$ cat config.mk
export PLATFORM = sky130hd
export DESIGN_NAME = razor_recovery_ctrl
export DESIGN_NICKNAME = d
export VERILOG_FILES = /design/src/rtl/razor_recovery_ctrl.sv
export SDC_FILE = /design/constraint.sdc
export NUM_CORES = 1
export LEC_CHECK = 0
export BUFFER_PORTS_ARGS = -buffer_cell sky130_fd_sc_hd__buf_2
export CAP_MARGIN = 10
export CORE_ASPECT_RATIO = 1.5
export CORE_MARGIN = 3
export CORE_UTILIZATION = 50
export DETAILED_ROUTE_END_ITERATION = 6
export MAX_ROUTING_LAYER = met4
export PLACE_DENSITY_LB_ADDON = 0.1
export SLEW_MARGIN = 20
export SYNTH_ARGS = -nofsm -noshare
export SYNTH_HDL_FRONTEND = slang
export SYNTH_SLANG_ARGS = --single-unit
$ cat constraint.sdc
create_clock -name i_clk -period 2.2 [get_ports i_clk]
set_input_delay 0.33 -clock i_clk [delete_from_list [all_inputs] [get_ports i_clk]]
set_output_delay 0.33 -clock i_clk [all_outputs]
set_load 0.05 [all_outputs]
$ cat src/rtl/razor_recovery_ctrl.sv
// razor_recovery_ctrl: razor error recovery sequencing plus error-rate driven supply-voltage requests
// Ports:
//   i_clk, i_rst_n (async, active low), i_err_in: sticky per-stage razor error flags
//   o_stall: pipeline stall; o_restore_sel: shadow-latch select; o_flush: bubble insert downstream of earliest error
//   o_err_clr: razor clear; o_recover_done: completion pulse; o_fatal: error persisted through clear
//   o_vdd_up / o_vdd_down: window-end voltage requests; o_err_total: saturating event count
module razor_recovery_ctrl #(
  parameter int NUM_STAGES    = 5,
  parameter int REPLAY_CYCLES = 1,
  parameter int WINDOW        = 256,
  parameter int HI_THRESH     = 4,
  parameter int CNT_W         = 8
) (
  input  logic                  i_clk,
  input  logic                  i_rst_n,
  input  logic [NUM_STAGES-1:0] i_err_in,
  output logic                  o_stall,
  output logic [NUM_STAGES-1:0] o_restore_sel,
  output logic [NUM_STAGES-1:0] o_flush,
  output logic                  o_err_clr,
  output logic                  o_recover_done,
  output logic                  o_fatal,
  output logic                  o_vdd_up,
  output logic                  o_vdd_down,
  output logic [CNT_W-1:0]      o_err_total
);
  localparam int WIN_W = $clog2(WINDOW);
  localparam int EV_W  = $clog2(HI_THRESH + 1);
  typedef enum logic [2:0] {IDLE, RESTORE, CLEAR, MASK, HALT} state_t;
  state_t                r_state;
  logic [3:0]            r_rc;
  logic [WIN_W-1:0]      r_win;
  logic [EV_W-1:0]       r_ev;
  logic [NUM_STAGES-1:0] w_low;
  logic [NUM_STAGES-1:0] w_flush;
  logic                  w_event;
  logic                  w_wend;
  // Isolate the earliest erring stage; every later stage gets a bubble.
  assign w_low   = i_err_in & (~i_err_in + NUM_STAGES'(1));
  assign w_flush = ~(w_low | (w_low - NUM_STAGES'(1)));
  assign w_event = (r_state == IDLE) && |i_err_in;
  assign w_wend  = r_win == WIN_W'(WINDOW - 1);
  always_ff @(posedge i_clk or negedge i_rst_n) begin
    if (!i_rst_n) begin
      r_state        <= IDLE;
      r_rc           <= '0;
      r_win          <= '0;
      r_ev           <= '0;
      o_stall        <= 1'b0;
      o_restore_sel  <= '0;
      o_flush        <= '0;
      o_err_clr      <= 1'b0;
      o_recover_done <= 1'b0;
      o_fatal        <= 1'b0;
      o_vdd_up       <= 1'b0;
      o_vdd_down     <= 1'b0;
      o_err_total    <= '0;
    end else begin
      o_recover_done <= 1'b0;
      case (r_state)
        IDLE: if (|i_err_in) begin
          r_state       <= RESTORE;
          r_rc          <= '0;
          o_stall       <= 1'b1;
          o_restore_sel <= i_err_in;
          o_flush       <= w_flush;
        end
        RESTORE: if (r_rc == 4'(REPLAY_CYCLES - 1)) begin
          r_state       <= CLEAR;
          o_err_clr     <= 1'b1;
          o_restore_sel <= '0;
          o_flush       <= '0;
        end else r_rc <= r_rc + 4'd1;
        CLEAR: begin
          r_state   <= MASK;
          o_err_clr <= 1'b0;
        end
        MASK: if (|i_err_in) begin
          r_state <= HALT;
          o_fatal <= 1'b1;
        end else begin
          r_state        <= IDLE;
          o_stall        <= 1'b0;
          o_recover_done <= 1'b1;
        end
        HALT: ;
        default: r_state <= IDLE;
      endcase
      if (w_event && o_err_total != '1) o_err_total <= o_err_total + CNT_W'(1);
      // Window bookkeeping freezes in HALT; an event on the wrap edge opens the new window.
      if (r_state != HALT) begin
        r_win      <= w_wend ? '0 : r_win + WIN_W'(1);
        o_vdd_up   <= w_wend && r_ev >= EV_W'(HI_THRESH);
        o_vdd_down <= w_wend && r_ev == '0;
        r_ev       <= w_wend ? EV_W'(w_event) : (w_event && r_ev != EV_W'(HI_THRESH)) ? r_ev + EV_W'(1) : r_ev;
      end else begin
        o_vdd_up   <= 1'b0;
        o_vdd_down <= 1'b0;
      end
    end
  end
endmodule

==> results.py <==
metrics = {
    "place": {
        "portBuffers": 29,
        "gp_congestion": 0.785,
        "place_inst": 251,
        "hpwl_um": 2860,
    },
    "cts": {
        "post-cts-setup-buffers": 0,
        "clock_sinks": 41,
        "clock-root-buffer": "clkbuf_8",
        "path_clk_slew_ns": 0.08,
        "clk_path_buf_depth": 2,
        "htree_levels": 2,
        "insertion_delay_ns": 0.29,
        "cts_buffers": 5,
        "cts-resized-gates": 0,
        "cts_tree": "done",
        "hold_buffers": 0,
    },
    "logic_synthesis": {
        "synth_cell_types": 51,
        "synth-seq-area-share_pct": 50.8,
        "synth_fa_ha_area_share_pct": 3.72,
        "synth_seq_cells": 41,
        "synth-compound-area-share_pct": 17.3,
        "synth_top_area_share_pct": 50.8,
        "synth_nets": 196,
        "synth_xor_area_share_pct": 2.60,
        "synthSimpleGateAreaFrac_pct": 18.8,
        "syn_area_per_cell_um2": 11.0,
        "syn_inst": 183,
        "synth_warnings": 0,
        "synth_top_family_by_area": "simple AND/OR/NAND/NOR gates",
        "synth.area.top_cells": "dfrtp_1, ha_1, a22o_1, nand2_1, a21oi_1",
        "yosysTopAreaCell": "dfrtp_1",
        "synthMuxAreaShare_pct": 2.42,
        "synthesis.area_um2": 2020,
    },
    "detailed_routing": {
        "vias": 1485,
        "post-route-drc-count": 0,
        "firstDrtPassIters": 4,
        "ant_nets": 0,
        "wl_per_cell_um": 15.0,
        "drtIter0Drc": 53,
        "routed_wl_um": 3880,
        "via_per_inst": 5.73,
    },
    "critical_path": {
        "r2r_end": "o_err_total[1]",
        "cp-end-kind": "register",
        "arrival_ns": 1.97,
        "critPathCapture": "o_err_total[1]",
        "crit_type": "reg2reg",
        "cp.required_ns": 2.38,
        "cp_max_fo": 5,
        "critPathLaunchType": "register",
        "crit_slowest_cell": "dfrtp_1",
        "cp_common_cell": "and3_1",
        "crit_start": "o_err_total[0]",
        "r2r-start": "o_err_total[0]",
        "ff2ff_path_depth": 5,
        "slowest_delay_ns": 0.44,
        "rrSetupSlack_ns": 0.42,
        "crit_chain": "ha_1, and3_1, and3_1, nor2_2, mux2_4",
    },
    "job": {
        "maxCapViolCount": 0,
    },
    "timing": {
        "max_freq_mhz": 561,
        "finalMaxSlewViolations": 0,
        "rsz0062_at_grt": "no",
        "hold_viol_final": 0,
        "fin_crit_sh_pct": 81.1,
        "hold_ws_ns": 0.151,
        "setup_violations": 0,
        "period_needed_ns": 1.78,
        "tns_ns": 0,
        "worstMarginPinSlew_ns": 0.881,
        "skew_ns": 0.00693,
        "relSlewSlack_pct": 41.3,
    },
    "global_route": {
        "track_usage_pct": 19.3,
        "grt_pass1_wl_um": 7180,
        "antenna_found_initial": 0,
        "grt_overflow": 0,
        "grt_max_degree": 42,
        "grt_pass1_vias": 1573,
    },
    "power": {
        "peakVddDrop_v": 0.00103,
        "p_per_area_nw_per_um2": 1540,
        "power.leakage_nw": 1.08,
    },
    "floorplan": {
        "die_area_um2": 4850,
        "core_area_um2": 3780,
        "rows": 27,
        "die_h_um": 83.8,
        "ios": 31,
        "initial_utilization_pct": 53.3,
        "die_w_um": 57.9,
    },
    "run_status": {
        "status": "finished, final reports clean",
    },
    "cells_and_area": {
        "area_growth_pct": 13.7,
        "nets": 228,
        "utilization_pct": 60.6,
        "drive_above_1_share_pct": 26.4,
        "diodes": 0,
        "fin_cells": 259,
    },
    "min_path": {
        "hold_class": "in2async",
    },
}
-- worst min path at each step --
stage | endpoint | from | slack (ns)
final | o_fatal | i_rst_n | 0.15
after global routing | o_err_total[4] | i_rst_n | 0.22
after CTS | r_state[1] | i_rst_n | 0.19
after detailed placement | o_fatal | o_fatal | 0.45
after global placement | o_fatal | o_fatal | 0.45
after floorplan | o_err_clr | i_rst_n | 0.03
-- sequential cells by signal, indices dropped and copies added (netlist names), 3 cells and up --
name and cells:
o_err_total 8, r_ev 3, r_state 3, o_flush 4
r_rc 4, r_win 8, o_restore_sel 5
-- placed cells by master (no fill, tap or decap), drive strengths merged, types with 3 or more instances in the layout --
| cell | instances |
|---|---|
| nand2 | 16 |
| xnor2 | 4 |
| a22o | 9 |
| nand3 | 4 |
| inv | 8 |
| nor2 | 11 |
| nor3 | 6 |
| clkbuf | 7 |
| a21oi | 8 |
| ha | 6 |
| o21ai | 12 |
| dfrtp | 41 |
| a31oi | 3 |
| or3 | 6 |
| and3 | 4 |
| mux2 | 4 |
| nand4 | 5 |
| buf | 33 |
-- cells in the mapped netlist (all sizes together) --
cell and number:
a211oi 2, nand2b 1, clkbuf 3, a211o 1
nor3b 2, mux2 4, nand3 4, and3 4
o211ai 1, a21o 2, inv 8, nor2b 1
conb 1, or3 6, dfrtp 41, a31oi 3
buf 5, a21oi 8, o2111ai 1, nor3 6
ha 6, and4 1, or4 2, nand2 16
and3b 1, xor2 2, o22a 1, a21boi 1
xnor2 4, a22o 9, nor4 2, a41oi 1
o21ai 12, nand4 5, nand4bb 1, a21bo 2
and2 1, o311ai 1, nor2 11
-- worst max-delay path: cells and delay by family, from the launching register on --
kind | cells | cell delay, ns
adder cells (fa/ha/maj) | 1 | 0.26
flip-flops | 1 | 0.44
multiplexers | 1 | 0.33
AND/OR/NAND/NOR | 3 | 0.65
-- kinds of logic after synthesis --
group | after synthesis
fa+ha+maj | 6
compound gates | 45
xor+xnor | 6
buf+inv | 16
simple gates | 64
other cells | 1
flops | 41
mux | 4
-- cell type report --
type                       instances  area [µm²]
fill                             322        1490
sequential                        41        1030
multi-input combinational        126         908
timing repair buffer              33         175
clock buffer                       7        96.3
tap                               43        53.8
inverter                           8        30.0
clock inverter                     1        5.00
-- layer usage --
layer  vias to the layer above  wire [µm]  global-route usage (%)
li1                        724          -                       -
met1                       728       1570                    21.8
met2                        25       2100                    31.7
met3                         8        122                    4.49
met4                         0         94                    9.07
met5                         -          0                       -
-- stage by stage --
step	power (mW)	setup WS, ns	area, µm²
after floorplan	2.64	0.295	2020
after global placement	2.97	0.441	2190
after detailed placement	3.03	0.408	2190
after CTS	3.58	0.431	2290
after global routing	3.82	0.306	2290
final	3.54	0.416	2290
-- power by group --
| part | internal (mW) | switching [mW] |
|---|---|---|
| sequential | 1.03 | 0.292 |
| clock | 0.283 | 0.249 |
| combinational | 0.597 | 1.09 |
Note: power is estimated with default switching activity, not from simulation.
